`config.mk`:
```
export PLATFORM = sky130hd
export DESIGN_NAME = dcache_ctrl_flat
export DESIGN_NICKNAME = d
export VERILOG_FILES = /design/src/rtl/dcache_pkg.sv /design/src/rtl/dcache_if.sv /design/src/rtl/dcache_array.sv /design/src/rtl/dcache_ctrl.sv /design/src/flat_wrapper.sv
export SDC_FILE = /design/constraint.sdc
export NUM_CORES = 2
export LEC_CHECK = 0
export CAP_MARGIN = 10
export CORE_MARGIN = 1
export CORE_UTILIZATION = 50
export DETAILED_ROUTE_END_ITERATION = 16
export PLACE_DENSITY = 0.79
export SETUP_SLACK_MARGIN = 0.2
export SLEW_MARGIN = 20
export SYNTH_ARGS = -nofsm -noshare
export SYNTH_HDL_FRONTEND = slang
export SYNTH_MEMORY_MAX_BITS = 65536
export SYNTH_SLANG_ARGS = --single-unit
```
`constraint.sdc`:
```
create_clock -name clk -period 7.6 [get_ports clk]
set_clock_uncertainty 0.1 [all_clocks]
set_input_delay 2.28 -clock clk [delete_from_list [all_inputs] [get_ports clk]]
set_output_delay 2.28 -clock clk [all_outputs]
set_load 0.05 [all_outputs]
```
`src/rtl/dcache_pkg.sv`:
```
// rtl/dcache_pkg.sv - shared types, widths and address helpers for the data cache
// Default geometry: 12-bit byte address, 32 lines, 4 words per line.
// Field layout of a byte address: {tag, index, offset, 2'b00}.
package dcache_pkg;

  localparam int DEF_ADDR_W = 12;
  localparam int DEF_LINES  = 32;
  localparam int DEF_WPL    = 4;

  localparam int OFF_W = $clog2(DEF_WPL);
  localparam int IDX_W = $clog2(DEF_LINES);
  localparam int TAG_W = DEF_ADDR_W - 2 - OFF_W - IDX_W;

  typedef enum logic [1:0] {
    IDLE   = 2'd0,
    REFILL = 2'd1,
    WRITE  = 2'd2
  } state_t;

  // Extract 'width' bits starting at bit 'lsb'; a width of 32 yields the whole word.
  function automatic logic [31:0] addr_field(input logic [31:0] addr, input int lsb, input int width);
    return (addr >> lsb) & ((32'd1 << width) - 32'd1);
  endfunction

  // Byte address to word address.
  function automatic logic [31:0] word_of(input logic [31:0] byte_addr);
    return byte_addr >> 2;
  endfunction

endpackage

```
`src/rtl/dcache_if.sv`:
```
// rtl/dcache_if.sv - word-wide req/ack memory bus between cache controller and data memory
// mem_req   : controller -> memory, held until mem_ack
// mem_we    : controller -> memory, 1 = write beat
// mem_addr  : controller -> memory, word address
// mem_wdata : controller -> memory, write data
// mem_rdata : memory -> controller, valid with mem_ack
// mem_ack   : memory -> controller, one-cycle beat completion
interface dcache_if #(
  parameter int ADDR_W = dcache_pkg::DEF_ADDR_W
);

  logic              mem_req;
  logic              mem_we;
  logic [ADDR_W-3:0] mem_addr;
  logic [31:0]       mem_wdata;
  logic [31:0]       mem_rdata;
  logic              mem_ack;

  modport master (
    output mem_req,
    output mem_we,
    output mem_addr,
    output mem_wdata,
    input  mem_rdata,
    input  mem_ack
  );

  modport slave (
    input  mem_req,
    input  mem_we,
    input  mem_addr,
    input  mem_wdata,
    output mem_rdata,
    output mem_ack
  );

endinterface

```
`src/rtl/dcache_array.sv`:
```
// rtl/dcache_array.sv - valid/tag/data storage for a direct-mapped cache
// clk, reset      : clock, synchronous active-high reset (clears valid bits only)
// index           : line selected for both read and write
// rd_offset       : word selected for the asynchronous read
// rd_valid/tag/data : asynchronous read of the selected line/word
// word_we         : write wr_data into data[index][wr_offset] on clk
// line_set        : mark line valid and store wr_tag on clk
module dcache_array
  import dcache_pkg::*;
#(
  parameter int IDX_BITS = IDX_W,
  parameter int OFF_BITS = OFF_W,
  parameter int TAG_BITS = TAG_W
) (
  input  logic                clk,
  input  logic                reset,
  input  logic [IDX_BITS-1:0] index,
  input  logic [OFF_BITS-1:0] rd_offset,
  output logic                rd_valid,
  output logic [TAG_BITS-1:0] rd_tag,
  output logic [31:0]         rd_data,
  input  logic                word_we,
  input  logic [OFF_BITS-1:0] wr_offset,
  input  logic [31:0]         wr_data,
  input  logic                line_set,
  input  logic [TAG_BITS-1:0] wr_tag
);

  localparam int N_LINES = 1 << IDX_BITS;
  localparam int N_WORDS = 1 << OFF_BITS;

  logic [N_LINES-1:0]  valid_q;
  logic [TAG_BITS-1:0] tag_q  [N_LINES];
  logic [31:0]         data_q [N_LINES][N_WORDS];

  assign rd_valid = valid_q[index];
  assign rd_tag   = tag_q[index];
  assign rd_data  = data_q[index][rd_offset];

  always_ff @(posedge clk) begin
    if (reset) begin
      valid_q <= '0;
    end else if (line_set) begin
      valid_q[index] <= 1'b1;
    end
  end

  // Tags and data are left untouched by reset; a cleared valid bit hides them.
  always_ff @(posedge clk) begin
    if (line_set && !reset) begin
      tag_q[index] <= wr_tag;
    end
  end

  always_ff @(posedge clk) begin
    if (word_we) begin
      data_q[index][wr_offset] <= wr_data;
    end
  end

endmodule

```
`src/rtl/dcache_ctrl.sv`:
```
// rtl/dcache_ctrl.sv - direct-mapped write-through no-write-allocate data cache controller
// clk, reset : clock, synchronous active-high reset
// cpu_addr   : byte address from core (bits [1:0] ignored)
// cpu_re     : load request
// cpu_we     : store request (full word), wins over cpu_re
// cpu_wdata  : store data
// cpu_rdata  : load data, valid when cpu_re=1 and stall=0, else 0
// stall      : combinational, core holds PC and request while high
// mem        : memory bus (master side)
module dcache_ctrl
  import dcache_pkg::*;
#(
  parameter int ADDR_W = DEF_ADDR_W,
  parameter int LINES  = DEF_LINES,
  parameter int WPL    = DEF_WPL
) (
  input  logic              clk,
  input  logic              reset,
  input  logic [ADDR_W-1:0] cpu_addr,
  input  logic              cpu_re,
  input  logic              cpu_we,
  input  logic [31:0]       cpu_wdata,
  output logic [31:0]       cpu_rdata,
  output logic              stall,
  dcache_if.master          mem
);

  localparam int OFF_BITS = $clog2(WPL);
  localparam int IDX_BITS = $clog2(LINES);
  localparam int TAG_BITS = ADDR_W - 2 - OFF_BITS - IDX_BITS;
  localparam int WA_W     = ADDR_W - 2;

  // Address fields of the current core request
  logic [WA_W-1:0]     word_addr;
  logic [OFF_BITS-1:0] offset;
  logic [IDX_BITS-1:0] index;
  logic [TAG_BITS-1:0] tag;

  assign word_addr = WA_W'(word_of(32'(cpu_addr)));
  assign offset    = OFF_BITS'(addr_field(32'(cpu_addr), 2, OFF_BITS));
  assign index     = IDX_BITS'(addr_field(32'(cpu_addr), 2 + OFF_BITS, IDX_BITS));
  assign tag       = TAG_BITS'(addr_field(32'(cpu_addr), 2 + OFF_BITS + IDX_BITS, TAG_BITS));

  state_t              state, state_n;
  logic [OFF_BITS-1:0] beat;

  logic                rd_valid;
  logic [TAG_BITS-1:0] rd_tag;
  logic [31:0]         rd_data;
  logic                hit;

  logic                arr_word_we;
  logic                arr_line_set;
  logic [OFF_BITS-1:0] arr_wr_offset;
  logic [31:0]         arr_wr_data;

  logic                start_write;
  logic                start_refill;

  assign hit = rd_valid && (rd_tag == tag);

  dcache_array #(
    .IDX_BITS (IDX_BITS),
    .OFF_BITS (OFF_BITS),
    .TAG_BITS (TAG_BITS)
  ) u_array (
    .clk       (clk),
    .reset     (reset),
    .index     (index),
    .rd_offset (offset),
    .rd_valid  (rd_valid),
    .rd_tag    (rd_tag),
    .rd_data   (rd_data),
    .word_we   (arr_word_we),
    .wr_offset (arr_wr_offset),
    .wr_data   (arr_wr_data),
    .line_set  (arr_line_set),
    .wr_tag    (tag)
  );

  // The request is live for the whole transaction, so it follows the state register
  // and drops the cycle after the accepting ack.
  assign mem.mem_req = (state != IDLE);

  always_comb begin
    state_n       = state;
    stall         = 1'b0;
    cpu_rdata     = 32'd0;
    arr_word_we   = 1'b0;
    arr_line_set  = 1'b0;
    arr_wr_offset = offset;
    arr_wr_data   = cpu_wdata;
    start_write   = 1'b0;
    start_refill  = 1'b0;

    case (state)
      IDLE: begin
        if (cpu_we) begin
          stall       = 1'b1;
          start_write = 1'b1;
          state_n     = WRITE;
        end else if (cpu_re) begin
          if (hit) begin
            cpu_rdata = rd_data;
          end else begin
            stall        = 1'b1;
            start_refill = 1'b1;
            state_n      = REFILL;
          end
        end
      end

      REFILL: begin
        stall = 1'b1;
        if (mem.mem_ack) begin
          arr_word_we   = 1'b1;
          arr_wr_offset = beat;
          arr_wr_data   = mem.mem_rdata;
          // Line becomes valid only with its last word, so a partial line never hits.
          if (beat == OFF_BITS'(WPL - 1)) begin
            arr_line_set = 1'b1;
            state_n      = IDLE;
          end
        end
      end

      WRITE: begin
        // The core is released on the ack edge itself.
        stall = !mem.mem_ack;
        if (mem.mem_ack) begin
          state_n = IDLE;
          // Write-through: keep a resident copy coherent, never allocate on a miss.
          if (hit) begin
            arr_word_we = 1'b1;
          end
        end
      end

      default: begin
        state_n = IDLE;
      end
    endcase
  end

  always_ff @(posedge clk) begin
    if (reset) begin
      state         <= IDLE;
      beat          <= '0;
      mem.mem_we    <= 1'b0;
      mem.mem_addr  <= '0;
      mem.mem_wdata <= 32'd0;
    end else begin
      state <= state_n;
      if (start_write) begin
        mem.mem_we    <= 1'b1;
        mem.mem_addr  <= word_addr;
        mem.mem_wdata <= cpu_wdata;
      end else if (start_refill) begin
        mem.mem_we   <= 1'b0;
        mem.mem_addr <= {tag, index, {OFF_BITS{1'b0}}};
        beat         <= '0;
      end else if (state == REFILL && mem.mem_ack) begin
        // Line base is aligned, so stepping the address walks the words in beat order.
        beat         <= beat + OFF_BITS'(1);
        mem.mem_addr <= mem.mem_addr + WA_W'(1);
      end
    end
  end

endmodule
```
`src/flat_wrapper.sv`:
```
// flat-port wrapper written by rule: the top's interface ports become plain ports
module dcache_ctrl_flat import dcache_pkg::*;
#(
  parameter int ADDR_W = DEF_ADDR_W,
  parameter int LINES  = DEF_LINES,
  parameter int WPL    = DEF_WPL
)
  (clk, reset, cpu_addr, cpu_re, cpu_we, cpu_wdata, cpu_rdata, stall, mem_mem_req, mem_mem_we, mem_mem_addr, mem_mem_wdata, mem_mem_rdata, mem_mem_ack);
  dcache_if #(.ADDR_W(ADDR_W)) mem_i ();
  input  logic clk;
  input  logic reset;
  input  logic [ADDR_W-1:0] cpu_addr;
  input  logic cpu_re;
  input  logic cpu_we;
  input  logic [31:0] cpu_wdata;
  output logic [31:0] cpu_rdata;
  output logic stall;
  output wire logic [$bits(mem_i.mem_req)-1:0] mem_mem_req;
  output wire logic [$bits(mem_i.mem_we)-1:0] mem_mem_we;
  output wire logic [$bits(mem_i.mem_addr)-1:0] mem_mem_addr;
  output wire logic [$bits(mem_i.mem_wdata)-1:0] mem_mem_wdata;
  input wire logic [$bits(mem_i.mem_rdata)-1:0] mem_mem_rdata;
  input wire logic [$bits(mem_i.mem_ack)-1:0] mem_mem_ack;
  assign mem_mem_req = mem_i.mem_req;
  assign mem_mem_we = mem_i.mem_we;
  assign mem_mem_addr = mem_i.mem_addr;
  assign mem_mem_wdata = mem_i.mem_wdata;
  assign mem_i.mem_rdata = mem_mem_rdata;
  assign mem_i.mem_ack = mem_mem_ack;
  dcache_ctrl #(.ADDR_W(ADDR_W), .LINES(LINES), .WPL(WPL)) u_core (.clk(clk), .reset(reset), .cpu_addr(cpu_addr), .cpu_re(cpu_re), .cpu_we(cpu_we), .cpu_wdata(cpu_wdata), .cpu_rdata(cpu_rdata), .stall(stall), .mem(mem_i));
endmodule
```
# Yosys cells after proc, flatten, opt, wreduce, memory -nomap -nowiden
# Memories as Yosys holds them, arrays and structs flattened.
# Index checks and enable logic that the tools add are counted.
totals:
  latchBits: 0
  ramBits: 4192
  rom_bits: 0
  out_inout_bits: 77
  inputBits: 81
  regBits: 79
  n_memories: 2
mem_list:
  columns: ["memory", "words", "width", "read_ports", "rd_ports_with_merged_regs", "wr", "line_no", "rtl"]
  rows:
  - ["u_core.u_array.data_q", 32, 128, 1, 0, 1, "dcache_array.sv:34", "logic [31:0] data_q [N_LINES][N_WORDS];"]
  - ["u_core.u_array.tag_q", 32, 3, 1, 0, 1, "dcache_array.sv:33", "logic [TAG_BITS-1:0] tag_q [N_LINES];"]
op_classes:
  shift: 0
  n_reduce_logical: 14
  magnitude_cmp: 5
  div: 0
  n_addsub: 2
  n_mul: 0
  n_mux: 50
  eq_ne: 9
  n_bitwise: 4
op_table:
  columns: ["op", "count"]
  rows:
  - ["$mux 32", 9]
  - ["$mux 128", 1]
  - ["$bmux 32 s2", 1]
  - ["$demux 32 s2", 1]
  - ["$or 32x32->32", 1]
  - ["$mux 10", 3]
  - ["$mux 1", 20]
  - ["$mux 2", 10]
  - ["$add 10x1->10 const B", 1]
  - ["$ge 3x3->1 const B", 2]
  - ["$lt 5x6->1 const B", 1]
  - ["$ne 3x3->1 const B", 2]
  - ["$not 2->3", 2]
  - ["$pmux 2 s3", 1]
  - ["$reduce_bool 2->1", 3]
  - ["$bmux 1 s5", 1]
  - ["$demux 1 s5", 1]
  - ["$ge 5x1->1 const B", 1]
  - ["$logic_and 1x1->1", 5]
  - ["$reduce_and 5->1", 1]
  - ["$eq 2x2->1 const B", 2]
  - ["$ne 2x2->1 const B", 2]
  - ["$eq 3x3->1", 1]
  - ["$lt 3x1->1 const B", 1]
  - ["other kinds (10)", 11]

# Depth between registers and ports, before layout
logic_depth:
  ltp_word: 9
  ltp_mapped: 14

# By module
# Synthesis repeated with hierarchy kept, for this count alone.
hier_totals:
  hier_cells: 8288
  hier_area_um2: 163828.4
modules_own_cells:
  columns: ["module", "cells_each", "n_inst", "area_per_inst_um2"]
  rows:
  - ["dcache_array", 7888, 1, 161112.0]
  - ["dcache_ctrl", 400, 1, 2716.4]

# Worst setup path after synthesis
# OpenSTA, ideal clock, no wires.
synth_path:
  path_type: "input -> output"
  from: "input port cpu_addr[6]"
  to: "output port cpu_rdata[29]"
  n_path_buf: 3
  t_arrival_ns: 5.662
  slack_ns: -0.442
  required_ns: 5.220
  cell_stages: 11
  path_cell_list: "buf_2 buf_2 mux4_2 and3_1 a2111oi_0 nand4_1 xnor2_1 a211oi_2 nand4_1 buf_2 a311oi_1"
synth_between:
  elab_chain_len: 8
synth_lines:
  columns: ["item", "line_no", "rtl"]
  rows:
  - ["start: declaration", "flat_wrapper.sv:12", "input logic [ADDR_W-1:0] cpu_addr;"]
  - ["$mem_v2 32x128", null, null]
  - ["$bmux 32 s2", "dcache_array.sv:38", "assign rd_data = data_q[index][rd_offset];"]
  - ["$mux 32 (implied by the code) (2 in series)", "dcache_array.sv:38", null]
  - ["$mux 32 *", "dcache_ctrl.sv:103", "if (hit) begin"]
  - ["$mux 32 *", "dcache_ctrl.sv:102", "end else if (cpu_re) begin"]
  - ["$mux 32 *", "dcache_ctrl.sv:98", "if (cpu_we) begin"]
  - ["$mux 32 *", "dcache_ctrl.sv:96", "case (state)"]
  - ["end: declaration", "flat_wrapper.sv:16", "output logic [31:0] cpu_rdata;"]
# Every way passes the cells marked *; elsewhere a longest branch is shown, timed or not. The select of a mux whose other input is x is not followed.

# Worst setup path in the final report
layout_path:
  from: "input port cpu_addr[5]"
  to: "output port cpu_rdata[30]"
# Same word-level chain as after synthesis.

==> reports/qor.yml <==
die:
  coreArea_sq_um: 325000
  die_y_um: 574
  dieArea_sq_um: 330000
  initial_core_util_pct: 50.4
  die_w_um: 574
  num_rows: 209
  ioPinCount: 158
run_status:
  status: "finished with violations"
  violations: "negative setup slack"
synthesis:
  seq_area_frac_synth_pct: 77.9
  netlist_area_sq_um: 164000
  async_reset_ff_share_pct: 0
  synth_cell_type_count: 65
  synth_top_area_cell: "edfxtp_1"
  ys_ff_latch: 4271
  synth_nets: 7735
  synth.avg_cell_area_sq_um: 21.4
  synth_edf_count: 4192
  yosys.area.top_type_share_pct: 76.9
  synth_flop_cell: "edfxtp_1"
  syn-instance-count: 7648
  synth_area_leaders: "edfxtp_1, mux4_2, nor2_1"
  ys_warn_count: 0
worst_setup_path:
  slowest_stage: "a211oi_4"
  cp-end-kind: "primary output"
  crit_chain: "buf_16 > buf_12 > buf_4 > mux2i_1 > nor3_1 > o21bai_1 > o2111ai_1 > or3_1 > a211oi_2 > nand4_1 > buf_4 > buf_16 > a211oi_4 > buf_12 > buf_12"
  cpPeakStageDelay_ps: 450
  critPathRequiredTime_ps: 5220
  critical_path.top_delay_family: "buffers and inverters"
  critPathKind: "primary input to primary output"
  arrival_ps: 5530
  crit_fanout: 13
  start_kind: "primary input"
  rrSetupSlack_ps: 2930
  crit_top_cell: "buf_12"
  worst-path-buf-inv: 7
sta:
  setup_ws_ps: -310
  worst_pin_slew_ps: 1310
  rsz0062_at_grt: "true"
  finalCritPeriodShare_pct: 104
  fmax_mhz: 126
  drv_slew: 0
  period_minus_slack_ps: 7910
  slew_headroom_pct: 12.8
  setup_viol: 32
  finalHoldViolCount: 0
  fin_setup_tns_ps: -6520
placed_design:
  place_area_sq_um: 179000
  dpl.cell_count: 12400
  routabilityCongestion: 0.921
  dp_slack_ps: -697
  dp_hpwl_um: 271000
  io_buffers: 155
clock_tree:
  cts_buffers: 413
  cts_sinks: 4271
  hold_buffers: 0
  cts_tree: "done"
  clockRootBuffer: "clkbuf_16"
  cts_max_level: 5
  clockBufferDepth: 4
  clk-insertion-delay-late_ps: 990
  clk_pin_slew_ps: 70
global_route:
  antenna_found_initial: 26
  grt_max_degree: 129
  grt_overflow_total: 0
  grtUsageTotal_pct: 31.6
  grt_pass1_wl_um: 724000
  grt_pass1_vias: 93400
final_layout:
  stdcell_area_sq_um: 195000
  final_util_pct: 59.9
  nets: 8654
  area.growth.synth_to_final_pct: 18.9
  layout-drive-gt1-share_pct: 32.1
  n_fill_cell: 20500
  seq_area_sq_um: 127000
  layoutNonFillerInstCount: 13200
  multi_input_area_sq_um: 36400
  final_common_cell: "edfxtp_1"
  layout_common_cells: "edfxtp_1, mux4_2, buf_4"
detailed_routing:
  drt_iter0_markers: 18100
  via_count: 94100
  drtAntennaViolNets: 0
  post_drt_wl_per_cell_um: 40.0
  drt-pass1-iter-count: 7
  vias_per_cell: 7.11
  drcViolationCount: 0
  drt-total-wl_um: 530000
job:
  cap_violations: 0
min_path:
  min_path_type: "register to register"
pwr:
  p_per_area_nw_per_um2: 267
  vdd_ir_drop_max_uv: 270
  power_leakage_nw: 61.7
cell type report:
cell class	instances	share of cell area, %
sequential	4271	65.5
multi-input combinational	2910	18.7
timing repair buffer	955	6.02
clock buffer	498	5.58
tap	4325	2.78
clock inverter	245	1.35
inverter	16	0.0386
antenna	26	0.0334
flip-flops by register name (all words and copies together), names as in the netlist:
| name | count |
|---|---|
| u_core.u_array.valid_q | 32 |
| u_core.u_array.data_q | 4096 |
| u_core.mem.mem_we | 1 |
| u_core.beat | 2 |
| u_core.mem.mem_addr | 10 |
| u_core.mem.mem_wdata | 32 |
| u_core.u_array.tag_q | 96 |
| u_core.state | 2 |
worst register-to-register path: stages, from the launching register on:
cell	delay, ps
edfxtp_1	390
mux4_2	530
and3_4	210
a2111oi_4	220
buf_4	170
nand4_1	200
xnor2_2	230
buf_4	160
a2111oi_4	620
o221ai_4	400
buf_16	290
nor2_4	380
buf_12	330
cells by family (layout without fill, tap and decap cells):
kind of cell	after synthesis	in the layout	synth area share [%]
flip-flops	4271	4271	77.9
multiplexers	1161	1161	15.3
AND/OR/NAND/NOR	1058	1058	2.61
AO/OA/AOI/OAI	674	674	2.70
buffers and inverters	467	1714	1.38
XOR/XNOR	11	11	0.0589
adder cells (fa/ha/maj)	6	6	0.0459
other	0	26	0
timing repair:
item                                    4_1_cts  5_1_grt
pin swaps                                    29       21
cloned                                       11        6
setup buffers                                21       16
endpoints found under the setup margin       33       33
gates resized for setup                     250       82
worst paths after layout:
| kind | from | end | depth (start not counted) |
|---|---|---|---|
| setup / recovery | cpu_addr[5] | cpu_rdata[30] | 15 |
| hold / removal | u_core.u_array.valid_q[26] | u_core.u_array.valid_q[26] | 1 |
| setup reg to reg | u_core.u_array.tag_q[6][1] | u_core.u_array.data_q[29][59] | 12 |
| hold reg to reg | u_core.u_array.valid_q[26] | u_core.u_array.valid_q[26] | 1 |
synth_stat cells (8+ instances only):
| library cell | number |
|---|---|
| o221ai_1 | 27 |
| buf_2 | 116 |
| a21oi_1 | 94 |
| o22ai_1 | 197 |
| a31oi_1 | 48 |
| mux4_2 | 1078 |
| a31o_2 | 10 |
| clkbuf_1 | 214 |
| dfxtp_1 | 79 |
| nor2_1 | 498 |
| buf_4 | 82 |
| mux2_2 | 8 |
| a211oi_1 | 28 |
| o211ai_1 | 15 |
| nand3_1 | 12 |
| edfxtp_1 | 4192 |
| o21ai_0 | 121 |
| a21o_1 | 32 |
| mux2i_1 | 75 |
| xor2_1 | 8 |
| a2111oi_0 | 60 |
| and3_1 | 22 |
| nor3b_1 | 9 |
| inv_1 | 15 |
| nand2_1 | 427 |
| nor3_1 | 45 |
| buf_1 | 33 |
per-stage QoR:
stage                     power [mW]  hold WS [ps]
after floorplan                 29.1           321
after global placement          30.7           329
after detailed placement        30.9           339
after CTS                       51.5           353
after global routing            52.6           376
final                           51.9           355
metal layers:
| metal | share of wire [%] | routed length (um) | track usage (%) | up-vias |
|---|---|---|---|---|
| met3 | 16 | 83000 | 9.94 | 2264 |
| met5 | 0.018 | 98 | 0 | - |
| met2 | 46 | 243000 | 48.8 | 10600 |
| li1 | - | - | - | 33800 |
| met4 | 8.0 | 42500 | 21.1 | 16 |
| met1 | 30 | 161000 | 38.6 | 47500 |
power breakdown:
| part | switching, mW | leakage [nW] | internal, mW |
|---|---|---|---|
| sequential | 0.0342 | 38.3 | 26.5 |
| clock | 9.03 | 6.57 | 12.0 |
| combinational | 3.00 | 16.8 | 1.28 |
No activity file was read; power rests on OpenSTA's default activity.
